<file path="src/rtl/rf_hazard_scoreboard.sv">
// RAW hazard scoreboard for the OTTER register file: counts in-flight writes per
// architectural register and stalls decode until every source has committed.
module rf_hazard_scoreboard #(
    parameter int MAX_INFLIGHT = 3
) (
    input  logic        CLK,
    input  logic        RST_N,
    input  logic        SB_ISSUE_VALID,
    input  logic [4:0]  SB_RS1,
    input  logic [4:0]  SB_RS2,
    input  logic        SB_USE_RS1,
    input  logic        SB_USE_RS2,
    input  logic [4:0]  SB_RD,
    input  logic        SB_RD_WE,
    input  logic        SB_RETIRE_VALID,
    input  logic [4:0]  SB_RETIRE_RD,
    input  logic        SB_CLEAR,
    output logic        SB_STALL,
    output logic        SB_ISSUE_ACCEPT,
    output logic [31:0] SB_BUSY,
    output logic        SB_IDLE,
    output logic        SB_ERR
);

    localparam logic [1:0] CNT_MAX = MAX_INFLIGHT[1:0];

    logic [1:0]  cnt     [32];
    logic [1:0]  cnt_nxt [32];
    logic [31:0] busy_nxt;
    logic        err_set;
    logic        rs1_pending;
    logic        rs2_pending;
    logic        rd_full;
    logic        inc_en;
    logic        dec_en;

    // Hazard terms look only at registered counts; a same-cycle retire must not
    // release the stall because the synchronous RF read would still see old data.
    assign rs1_pending     = SB_USE_RS1 && (cnt[SB_RS1] != 2'd0);
    assign rs2_pending     = SB_USE_RS2 && (cnt[SB_RS2] != 2'd0);
    assign rd_full         = SB_RD_WE && (SB_RD != 5'd0) && (cnt[SB_RD] == CNT_MAX);
    assign SB_STALL        = SB_ISSUE_VALID && (rs1_pending || rs2_pending || rd_full);
    assign SB_ISSUE_ACCEPT = SB_ISSUE_VALID && !SB_STALL;

    assign inc_en = SB_ISSUE_ACCEPT && SB_RD_WE && (SB_RD != 5'd0);
    assign dec_en = SB_RETIRE_VALID && (SB_RETIRE_RD != 5'd0);

    always_comb begin
        err_set    = 1'b0;
        cnt_nxt[0] = 2'd0;
        for (int i = 1; i < 32; i++) begin
            cnt_nxt[i] = cnt[i];
            if (SB_CLEAR) begin
                cnt_nxt[i] = 2'd0;
            end else if (inc_en && (SB_RD == 5'(i)) && dec_en && (SB_RETIRE_RD == 5'(i))) begin
                cnt_nxt[i] = cnt[i];
            end else if (inc_en && (SB_RD == 5'(i))) begin
                if (cnt[i] == CNT_MAX) begin
                    err_set = 1'b1;
                end else begin
                    cnt_nxt[i] = cnt[i] + 2'd1;
                end
            end else if (dec_en && (SB_RETIRE_RD == 5'(i))) begin
                if (cnt[i] == 2'd0) begin
                    err_set = 1'b1;
                end else begin
                    cnt_nxt[i] = cnt[i] - 2'd1;
                end
            end
        end
    end

    always_comb begin
        busy_nxt = '0;
        for (int i = 1; i < 32; i++) begin
            busy_nxt[i] = (cnt_nxt[i] != 2'd0);
        end
    end

    // Status flags are registered from next-state counts so they track cnt exactly.
    always_ff @(posedge CLK or negedge RST_N) begin
        if (!RST_N) begin
            cnt     <= '{default: 2'd0};
            SB_BUSY <= '0;
            SB_IDLE <= 1'b1;
            SB_ERR  <= 1'b0;
        end else begin
            cnt     <= cnt_nxt;
            SB_BUSY <= busy_nxt;
            SB_IDLE <= (busy_nxt == 32'd0);
            SB_ERR  <= SB_ERR || err_set;
        end
    end

endmodule

</file>
<file path="config.mk">
export PLATFORM = sky130hd
export DESIGN_NAME = rf_hazard_scoreboard
export DESIGN_NICKNAME = d
export VERILOG_FILES = /design/src/rtl/rf_hazard_scoreboard.sv
export SDC_FILE = /design/constraint.sdc
export NUM_CORES = 1
export LEC_CHECK = 0
export BUFFER_PORTS_ARGS = -buffer_cell sky130_fd_sc_hd__buf_4
export CAP_MARGIN = 0
export CORE_UTILIZATION = 47
export CTS_CLUSTER_DIAMETER = 30
export CTS_CLUSTER_SIZE = 16
export DETAILED_ROUTE_END_ITERATION = 7
export HOLD_SLACK_MARGIN = 0.06
export MAX_ROUTING_LAYER = met4
export PLACE_DENSITY = 0.74
export SLEW_MARGIN = 0
export SYNTH_ARGS = -nofsm -noshare
export SYNTH_HDL_FRONTEND = slang
export SYNTH_SLANG_ARGS = --single-unit
</file>
<file path="constraint.sdc">
create_clock -name CLK -period 3 [get_ports CLK]
set_clock_uncertainty 0.2 [all_clocks]
set_input_delay 0.15 -clock CLK [delete_from_list [all_inputs] [get_ports CLK]]
set_output_delay 0.15 -clock CLK [all_outputs]
set_load 0.02 [all_outputs]
</file>
# Yosys cells after proc, flatten, opt, wreduce, memory -nomap -nowiden
# Index checks and enable logic that the tools add are counted.
[word_totals]
ff_bits = 95
input_bits = 28
output_inout_bits = 36
elab_cells = 781
[op_classes]
add_sub_neg = 62
order_cmp = 3
n_eq_ne = 94
mux = 381
bitwise = 3
n_reduce_logical = 204
[ops]
columns = ["op", "n"]
rows = [
  ["$mux 2", 192],
  ["$mux 1", 186],
  ["$eq 5x5->1 const B", 32],
  ["$logic_and 1x1->1", 133],
  ["$eq 5x4->1 const B", 16],
  ["$reduce_bool 2->1", 33],
  ["$eq 2x2->1 const B", 32],
  ["$add 2x1->2 const B", 31],
  ["$logic_not 2->1", 31],
  ["$sub 2x1->2 const B", 31],
  ["$eq 5x3->1 const B", 8],
  ["$logic_not 32->1", 1],
  ["$bmux 2 s5", 3],
  ["$eq 5x2->1 const B", 4],
  ["$ge 6x6->1 const B", 3],
  ["$not 5->6", 3],
  ["$eq 5x1->1 const B", 2],
  ["$reduce_bool 5->1", 2],
  ["$logic_or 1x1->1", 3],
  ["$logic_not 1->1", 1],
]

# Depth between registers and ports, before layout
# Gate-level depths: netlist of run 1.
[depth]
word_depth = 169
depth_mapped = 14

# Worst setup path before layout of run 1
# OpenSTA, ideal clock, no wires.
[synth_timing]
path_type = "register to register"
from = "register cnt[44] (netlist bit)"
to = "register SB_ERR"
arrival_ps = 2945
required_time_ps = 2661
path_slack_ps = -284
path_stages_with_launch = 14
n_path_buf = 3
cell_sequence = "dfrtp_1 -> buf_6 -> or2_1 -> mux4_2 -> a221oi_2 -> nor4b_2 -> a311oi_2 -> nand2_2 -> buf_6 -> buf_6 -> o211ai_1 -> nand4_1 -> nor4_1 -> a32oi_1"
[synth_via]
elab_chain_cells = 168
word_cells_on_any_way = 301
cone_classes = "eq/ne (2); mux (192); reduce/logical (107)"
[synth_rtl]
columns = ["element", "line_no", "text"]
rows = [
  ["from (decl)", "27", "logic [1:0] cnt [32];"],
  ["from (signal assigned)", "88", "cnt <= cnt_nxt;"],
  ["$bmux 2 s5, on equally long branches", "39, 40", ""],
  ["$mux 2, on equally long branches (2 in series)", "39, 40", ""],
  ["$reduce_bool 2->1, on equally long branches", "39, 40", ""],
  ["$logic_and 1x1->1, on equally long branches", "39, 40", ""],
  ["$logic_or 1x1->1 (2 in series)", "42", "assign SB_STALL = SB_ISSUE_VALID && (rs1_pending || rs2_pending || rd_full);"],
  ["$logic_and 1x1->1", "42", ""],
  ["$logic_not 1->1", "43", "assign SB_ISSUE_ACCEPT = SB_ISSUE_VALID && !SB_STALL;"],
  ["$logic_and 1x1->1", "43", ""],
  ["[... 150 more ...]", "n/a", ""],
  ["$mux 1", "55", "end else if (inc_en && (SB_RD == 5'(i)) && dec_en && (SB_RETIRE_RD == 5'(i))) begin"],
  ["$mux 1", "53", "if (SB_CLEAR) begin"],
  ["$mux 1", "64", "if (cnt[i] == 2'd0) begin"],
  ["$mux 1", "63", "end else if (dec_en && (SB_RETIRE_RD == 5'(i))) begin"],
  ["$mux 1", "57", "end else if (inc_en && (SB_RD == 5'(i))) begin"],
  ["$mux 1", "55", ""],
  ["$mux 1 (*)", "53", ""],
  ["$logic_or 1x1->1 (*)", "91", "SB_ERR <= SB_ERR || err_set;"],
  ["to (signal assigned)", "91", ""],
  ["to (decl)", "22", "output logic SB_ERR"],
]
# Mark *: on every way between the ends. The rest lies on a longest branch, timed or not. The select of a mux whose other input is x is not followed.

# Final worst setup path of run 1
[layout_timing]
from = "register cnt[11] (netlist bit)"
to = "register SB_ERR"
# The elaborated chain is that of the path after synthesis.

==> results of run 1 <==
timing repair:
action,in CTS,in global routing
cloned,2,0
buffers inserted,30,18
endpoints found under the hold margin,71,0
pin swaps,52,60
endpoints found under the setup margin,95,97
resized for setup,197,106
hold buffers,2,0
how the worst max path moves through the flow:
stage,to,slack (ps),from,depth (start not counted)
floorplan,SB_ERR,-260,cnt[44],13
global placement,SB_ERR,-740,SB_RS1[1],15
detailed placement,SB_ERR,-800,cnt[11],12
CTS,SB_ERR,-490,cnt[43],12
global route,SB_ERR,-670,cnt[39],14
finish,SB_ERR,-630,cnt[11],13
state kept, by name (all words and copies together), names as in the netlist:
register and count:
SB_BUSY 31, SB_ERR 1, SB_IDLE 1, cnt 62
routing by layer:
layer	global-route usage [%]	vias up	part of all wire, %
met5	-	-	0
met3	12.19	168	12
met2	64.51	690	44
li1	-	4176	-
met4	17.79	0	5.6
met1	54.96	4657	39
cell usage after synthesis (5+ instances only):
library cell | n | area [µm²]
nand2_1 | 108 | 405.4
nor2_1 | 99 | 371.6
dfrtp_1 | 94 | 2352
o21ai_0 | 76 | 380.4
a21oi_1 | 65 | 325.3
nor3_1 | 61 | 305.3
nand3_1 | 41 | 205.2
clkbuf_1 | 39 | 146.4
inv_1 | 30 | 112.6
nand2b_1 | 25 | 156.4
a31oi_1 | 20 | 125.1
buf_2 | 17 | 85.08
nor4_1 | 16 | 100.1
mux4_2 | 15 | 337.8
nand3b_1 | 15 | 112.6
nor2b_1 | 15 | 93.84
a211oi_1 | 14 | 105.1
and2_1 | 14 | 87.58
a2111oi_0 | 11 | 96.34
nand4_1 | 11 | 68.82
o211ai_1 | 11 | 82.58
a311oi_1 | 9 | 78.83
or3_1 | 9 | 56.30
o21a_1 | 7 | 52.55
o21ai_1 | 7 | 35.03
o31ai_1 | 7 | 52.55
or2_2 | 7 | 43.79
o32ai_1 | 6 | 52.55
or4_1 | 6 | 45.04
mux2i_1 | 5 | 50.05
nor3b_1 | 5 | 37.54
or2_1 | 5 | 31.28
layout by cell type (no fill, tap or decap), types with 7 or more instances in the layout:
cell / n
a2111oi_0: 7
a211oi_1: 7
a211oi_2: 7
a21oi_1: 48
a21oi_2: 17
a31oi_1: 18
and2_1: 13
buf_12: 8
buf_4: 312
buf_6: 43
clkbuf_16: 9
dfrtp_1: 93
inv_1: 30
mux4_2: 15
nand2_1: 100
nand2_2: 8
nand2b_1: 23
nand3_1: 30
nand3_2: 8
nand3b_1: 15
nand4_1: 11
nor2_1: 88
nor2_2: 8
nor2b_1: 14
nor3_1: 43
nor3_4: 12
nor4_1: 7
o211ai_1: 11
o21a_1: 7
o21ai_0: 36
o21ai_1: 29
o21ai_2: 9
o21ai_4: 10
o31ai_4: 7
or2_2: 7
or3_1: 8
report_power, final:
part | internal [mW] | leakage (nW) | total [mW] | switching [mW]
combinational | 0.259 | 3.55 | 0.674 | 0.415
sequential | 1.29 | 1.32 | 1.29 | 0.00499
clock | 0.571 | 0.127 | 1.12 | 0.545
total | 2.12 | 5.00 | 3.08 | 0.965
cells by family (layout without fill, tap and decap cells):
group / Yosys count / after routing
simple gates: 449 / 450
compound gates: 286 / 286
buf+inv: 97 / 416
flops: 95 / 95
mux: 23 / 23
fa+ha+maj: 2 / 2
other cells: 1 / 2
per-stage QoR:
step	util [%]	hold WS [ps]	cell area, µm²	setup slack, ps	std cells
after floorplan	-	-345.6	7455	-260.2	953
after global placement	64.53	80.78	9846	-742.3	1420
after detailed placement	64.53	106.4	9846	-804.1	1420
after CTS	74.10	213.1	11310	-492.4	1469
after global routing	78.06	273.0	11910	-665.3	1485
final	78.06	214.8	11910	-625.5	1485
cell type report:
cell class                 count  area (µm²)
sequential                    95        2380
antenna                        1       2.502
tap                          211       264.0
timing repair buffer         370        3072
multi-input combinational    762        5806
clock buffer                  11       232.7
fill                        1043        3348
inverter                      30       112.6
clock inverter                 5       41.29
==> flow_metrics.tcl, run 1 <==
set metrics [dict create \
    synth-edff-count 0 \
    post_synth_mux_area_share_pct 5.725 \
    crit_top_cell "buf_4" \
    drtPass1Iterations 8 \
    maxCapViolations 0 \
    path_class "flop to flop" \
    syn-num-nets 981 \
    fp-row-count 45 \
    hold_violations 0 \
    synth_top_family_by_area "simple AND/OR/NAND/NOR gates" \
    cp.required_ps 3030 \
    netlist_area_um2 7365 \
    ant_nets 0 \
    crit_fanout 5 \
    ys.flop_type "dfrtp_1" \
    crit_family "compound AO/OA/AOI/OAI gates" \
    fp.dieArea_um2 16170 \
    grt_pass1_vias 9008 \
    grt_pass1_wl_um 50840 \
    reg2reg_to "SB_ERR" \
    tns_ps -27250 \
    leakagePower_nw 4.995 \
    drt_iter0_drc 1372 \
    slowest_stage "a2111oi_0" \
    antenna_found_initial 1 \
    num_vias 9691 \
    worstMarginPinSlew_ps 1115 \
    synthSimpleGateAreaFrac_pct 30.28 \
    endpoint_kind "flop" \
    final_nets 1296 \
    ys_warn_count 0 \
    period_needed_ps 3625 \
    avgSynthCellArea_um2 7.728 \
    finalWirelength_um 34000 \
    synth_xor_area_share_pct 0 \
    drc_errors 9 \
    drive_gt1_share_pct 45.33 \
    core_um2 15260 \
    slew_headroom_pct 25.07 \
    power.total_mw 3.083 \
    status "complete, but fails checks" \
    htree_levels 3 \
    clockRootBuffer "clkbuf_16" \
    wl_per_cell_um 22.89 \
    area_delta_synth_final_pct 61.72 \
    final.period_utilization_pct 120.8 \
    start_util_pct 48.27 \
    clkTransAtPathRegs_ps 70 \
    ys_types 71 \
    ys_ff_latch 95 \
    hpwl_um 23840 \
    clkSinkCount 95 \
    syn_inst 953 \
    gp_congestion 1.069 \
    clockBufferDepth 2 \
    seq_area_frac_synth_pct 32.30 \
    worstSkewPairLatency_ps 360 \
    synth_compound_area_share_pct 25.62 \
    synth_fa_ha_area_share_pct 0.2718 \
    r2r_start "cnt[11]" \
    die_h_um 127.2 \
    rsz0062_at_grt "true" \
    die_width_um 127.2 \
    finalSetupViolations 95 \
    grt_usage_pct 43.15 \
    crit_chain "o21ai_1 > o21ai_0 > a2111oi_0 > buf_4 > nor4b_4 > a311oi_2 > buf_4 > buf_8 > nand4_1 > nand3_2 > o211ai_1 > nor4_1 > a32oi_1" \
    min_path_type "input pin to asynchronous set/reset pin" \
    gr-total-overflow 0 \
    violations "design-rule violations, negative setup slack" \
    portBuffers 62 \
    worst-path-buf-inv 3 \
    max_stage_delay_ps 490 \
    max_freq_ghz 0.2758 \
    irDropWorstVdd_mv 0.2795 \
    cts_buffers 9 \
    crit_path_start_kind "flop" \
    p_per_area_nw_per_um2 258.8 \
    setup_slack_ps -625.5 \
    ios 64 \
    worstPathArrival_ps 3650 \
    r2r_slack_ps -630 \
    grt_max_degree 63 \
    cts_tree "built" \
    synthArstFlopShare_pct 100.0 \
    avgViaCountPerCell 6.526 \
    drv_slew 0 \
    ff2ff_path_depth 13 \
]
Power figures use the tool's default switching activity.
==> run 2: changes to the inputs <==
- PLACE_DENSITY: 0.74 -> 0.68
==> flow_metrics.tcl, run 2 (synthesis results as in run 1) <==
set metrics [dict create \
    grt_usage_pct 42.99 \
    worstPathArrival_ps 3700 \
    finalSetupViolations 93 \
    drive_gt1_share_pct 46.89 \
    die_h_um 127.2 \
    portBuffers 62 \
    gr-total-overflow 0 \
    final_common_cell "buf_4" \
    drtPass1Iterations 6 \
    rsz0062_at_grt "true" \
    largest_reg_flops 62 \
    min_path_type "input pin to asynchronous set/reset pin" \
    clkSinkCount 95 \
    fp.dieArea_um2 16170 \
    fp-row-count 45 \
    grt_max_degree 59 \
    crit_path_start "cnt[6]" \
    irDropWorstVdd_mv 0.2749 \
    die_width_um 127.2 \
    final.period_utilization_pct 122.6 \
    pre_cts_ws_ps -1283 \
    gp_congestion 1.050 \
    violations "negative setup slack" \
    reg_top3 "cnt (62), SB_BUSY (31)" \
    drv_slew 0 \
    wl_per_cell_um 23.25 \
    status "complete, but fails checks" \
    drt_iter0_drc 1212 \
    crit_path_start_kind "flop" \
    antenna_found_initial 0 \
    cts_buffers 9 \
    ant_nets 0 \
    period_needed_ps 3677 \
    r2r_slack_ps -680 \
    core_um2 15260 \
    max_freq_ghz 0.2720 \
    hpwl_um 24800 \
    maxCapViolations 0 \
    htree_levels 3 \
    ios 64 \
    slew_headroom_pct 45.94 \
    cp.required_ps 3020 \
    final_cell_mix "buf_4 (312), dfrtp_1 (94), nand2_1 (93)" \
    worst_hold_slack_ps 191.3 \
    p_per_area_nw_per_um2 262.1 \
    path_class "flop to flop" \
    clockBufferDepth 2 \
    avgViaCountPerCell 6.426 \
    cts_tree "built" \
    area_delta_synth_final_pct 65.92 \
    power.total_mw 3.203 \
    grt_pass1_wl_um 50170 \
    largest_register "cnt" \
    worstSkewPairLatency_ps 360 \
    drc_errors 0 \
    worstMarginPinSlew_ps 808.6 \
    setup_slack_ps -677.2 \
    endpoint_kind "flop" \
    clkTransAtPathRegs_ps 70 \
    crit_fanout 8 \
    final_nets 1309 \
    r2r_start "cnt[6]" \
    start_util_pct 48.27 \
    ff2ff_path_depth 11 \
    tns_ps -28100 \
    antenna_cells 0 \
    finalWirelength_um 34810 \
    grt_pass1_vias 8726 \
    num_vias 9619 \
    clockRootBuffer "clkbuf_16" \
    leakagePower_nw 5.198 \
    reg2reg_to "SB_ERR" \
    hold_violations 0 \
]
## run 2: cell types whose count changed in the layout (fill, tap and decap cells not counted), sizes merged
cell	before	now
bufinv	0	1
clkbuf	11	12
nand2	111	110
inv	32	30
diode	1	0
buf	368	382
## run 2: report_power, final
part,switching [mW],internal (mW)
clock network,0.538,0.695
registers,0.00508,1.29
logic,0.408,0.269
total,0.951,2.25
## run 2: worst max path at each step
| stage | slack [ps] | end |
|---|---|---|
| CTS | -530 | SB_ERR |
| floorplan | -260 | SB_ERR |
| global route | -710 | SB_IDLE |
| finish | -680 | SB_ERR |
| global placement | -1090 | SB_IDLE |
| detailed placement | -1280 | SB_IDLE |
## run 2: per-stage QoR
stage | util [%] | instance area, µm² | cells
after detailed placement | 65.64 | 10020 | 1436
after floorplan | - | 7455 | 953
after global placement | 65.64 | 10020 | 1436
after CTS | 75.96 | 11590 | 1485
final | 80.08 | 12220 | 1497
after global routing | 80.08 | 12220 | 1497
## run 2: routing by layer
| metal | routed length (µm) | up-vias | track usage [%] |
|---|---|---|---|
| met5 | 0 | - | - |
| met3 | 3778 | 127 | 5.905 |
| met2 | 15320 | 681 | 65.45 |
| li1 | - | 4216 | - |
| met4 | 1510 | 0 | 15.69 |
| met1 | 14210 | 4595 | 58.56 |
## run 2: critical path, stage by stage, from the launching register on
cell,delay [ps]
dfrtp_1,390
nor2_1,250
mux4_2,280
nor2_1,50
or4_1,620
a311oi_2,380
nand2_2,240
buf_12,210
o21ai_0,290
o32ai_1,180
nor4_2,300
a32oi_1,150
## run 2: timing repair
action	in CTS	in global routing
hold buffers	2	0
resized for setup	211	131
pin swaps	74	67
hold endpoints to repair	61	0
endpoints found under the setup margin	95	94
setup buffers	34	21
cloned	1	0
## run 2: cell type report
type / count / area [µm²]
Multi-Input combinational cell: 761 / 5874
Tap cell: 211 / 264.0
Clock inverter: 4 / 53.80
Fill cell: 992 / 3039
Clock buffer: 12 / 256.5
Sequential cell: 95 / 2379
Inverter: 30 / 112.6
Timing Repair Buffer: 384 / 3279
==> run 3: changes to the inputs <==
- SETUP_SLACK_MARGIN: unset -> 0.4
==> flow_metrics.tcl, run 3 (synthesis results as in run 1) <==
set metrics [dict create \
    status "complete, but fails checks" \
    violations "design-rule violations, negative setup slack" \
    worstSkewPairLatency_ps 370 \
    max_stage_delay_ps 480 \
    largest_reg_flops 62 \
    area_delta_synth_final_pct 67.30 \
    seqCellArea_um2 2380 \
    max_freq_ghz 0.2579 \
    drc_errors 4 \
    ant_nets 0 \
    wl_per_cell_um 24.45 \
    final.period_utilization_pct 129.2 \
    period_needed_ps 3877 \
    slowest_stage "o211ai_1" \
    final_common_cell "buf_4" \
    grt_max_degree 67 \
    gp_congestion 1.117 \
    avgViaCountPerCell 6.921 \
    pre_cts_ws_ps -787.0 \
    ios 64 \
    clkTransAtPathRegs_ps 70 \
    finalSetupViolations 95 \
    core_um2 15260 \
    irDropWorstVdd_mv 0.3177 \
    num_vias 10290 \
    slew_headroom_pct 37.75 \
    antenna_found_initial 0 \
    cp.required_ps 3030 \
    cts_buffers 9 \
    multi_input_area_um2 6021 \
    final_nets 1299 \
    maxCapViolations 0 \
    utilization_pct 80.75 \
    antenna_cells 0 \
    path_class "flop to flop" \
    worstPathArrival_ps 3910 \
    endpoint_kind "flop" \
    ff2ff_path_depth 14 \
    cts_tree "built" \
    tns_ps -34880 \
    drive_gt1_share_pct 48.51 \
    drt_iter0_drc 1549 \
    holdPathStages 4 \
    setup_slack_ps -876.8 \
    largest_register "cnt" \
    crit_fanout 5 \
    die_width_um 127.2 \
    hpwl_um 23550 \
    hold_violations 0 \
    worstMarginPinSlew_ps 933.8 \
    clockBufferDepth 2 \
    worst_hold_slack_ps 219.5 \
    fp.dieArea_um2 16170 \
    htree_levels 3 \
    start_util_pct 48.27 \
    reg_top3 "cnt (62), SB_BUSY (31)" \
    leakagePower_nw 5.168 \
    clockRootBuffer "clkbuf_16" \
    stdcell_area_um2 12320 \
    dpl-instance-area_um2 10010 \
    rsz0062_at_grt "true" \
    p_per_area_nw_per_um2 256.3 \
    crit_family "compound AO/OA/AOI/OAI gates" \
    clkSinkCount 95 \
    drtPass1Iterations 8 \
    drv_slew 0 \
    worst-path-buf-inv 4 \
    finalWirelength_um 36360 \
    cp.depth 14 \
    portBuffers 62 \
    die_h_um 127.2 \
    crit_chain "o21ai_0 > o21ai_0 > buf_4 > a2111oi_2 > buf_4 > nor4b_4 > a311oi_2 > nand2_2 > buf_12 > buf_12 > o211ai_1 > nand4_1 > nor4_1 > a32oi_1" \
    crit_path_start_kind "flop" \
    min_path_type "input pin to flop" \
    fp-row-count 45 \
    grt_pass1_vias 9030 \
    gr-total-overflow 0 \
    grt_pass1_wl_um 50940 \
    grt_usage_pct 42.95 \
    final_cell_mix "buf_4 (288), dfrtp_1 (93), nand2_1 (91)" \
    nFillCells 955 \
]
## run 3: final timing paths
path / start / end / slack (ps)
worst max-delay path: cnt[10] / SB_ERR / -880
worst min-delay path: SB_RETIRE_RD[0] / SB_BUSY[8] / 220
worst max register to register: cnt[10] / SB_ERR / -880
worst min register to register: SB_ERR / SB_ERR / 410
max in group asynchronous: RST_N / cnt[30] / 1500
min in group asynchronous: RST_N / SB_BUSY[29] / 250
## run 3: repair_timing
item,4_1_cts,5_1_grt
endpoints found under the setup margin,97,97
pin swaps,57,70
hold endpoints to repair,72,0
hold buffers,3,0
buffers inserted,23,21
resized for setup,180,188
gates cloned,2,1
## run 3: per-layer routing
layer	up-vias	wire length [µm]	track usage [%]
li1	4175	-	-
met1	4944	13290	55.86
met2	886	15430	62.90
met3	287	4909	9.715
met4	0	2738	21.78
met5	-	0	-
## run 3: power breakdown
part | switching [mW] | leakage (nW) | internal (mW) | total [mW]
sequential | 0.00659 | 1.32 | 1.29 | 1.29
clock | 0.546 | 0.134 | 0.605 | 1.15
combinational | 0.433 | 3.72 | 0.278 | 0.711
## run 3: cell type report
type                       instances  area share, %
multi-input combinational        761          48.87
inverter                          30         0.9140
sequential                        95          19.32
timing repair buffer             374          26.44
clock inverter                     5         0.2640
clock buffer                      11          2.051
tap                              211          2.143
## run 3: metrics by stage
stage / power [mW] / cells
6_report: 3.157 / 1487
5_1_grt: 3.228 / 1487
4_1_cts: 3.043 / 1465
3_5_place_dp: 1.843 / 1421
3_3_place_gp: 1.840 / 1421
2_1_floorplan: 1.564 / 953
## run 3: worst min-delay path, cell delays in order
cell and delay (ps):
buf_4 200, nor4_1 90, o41ai_2 210, buf_4 110
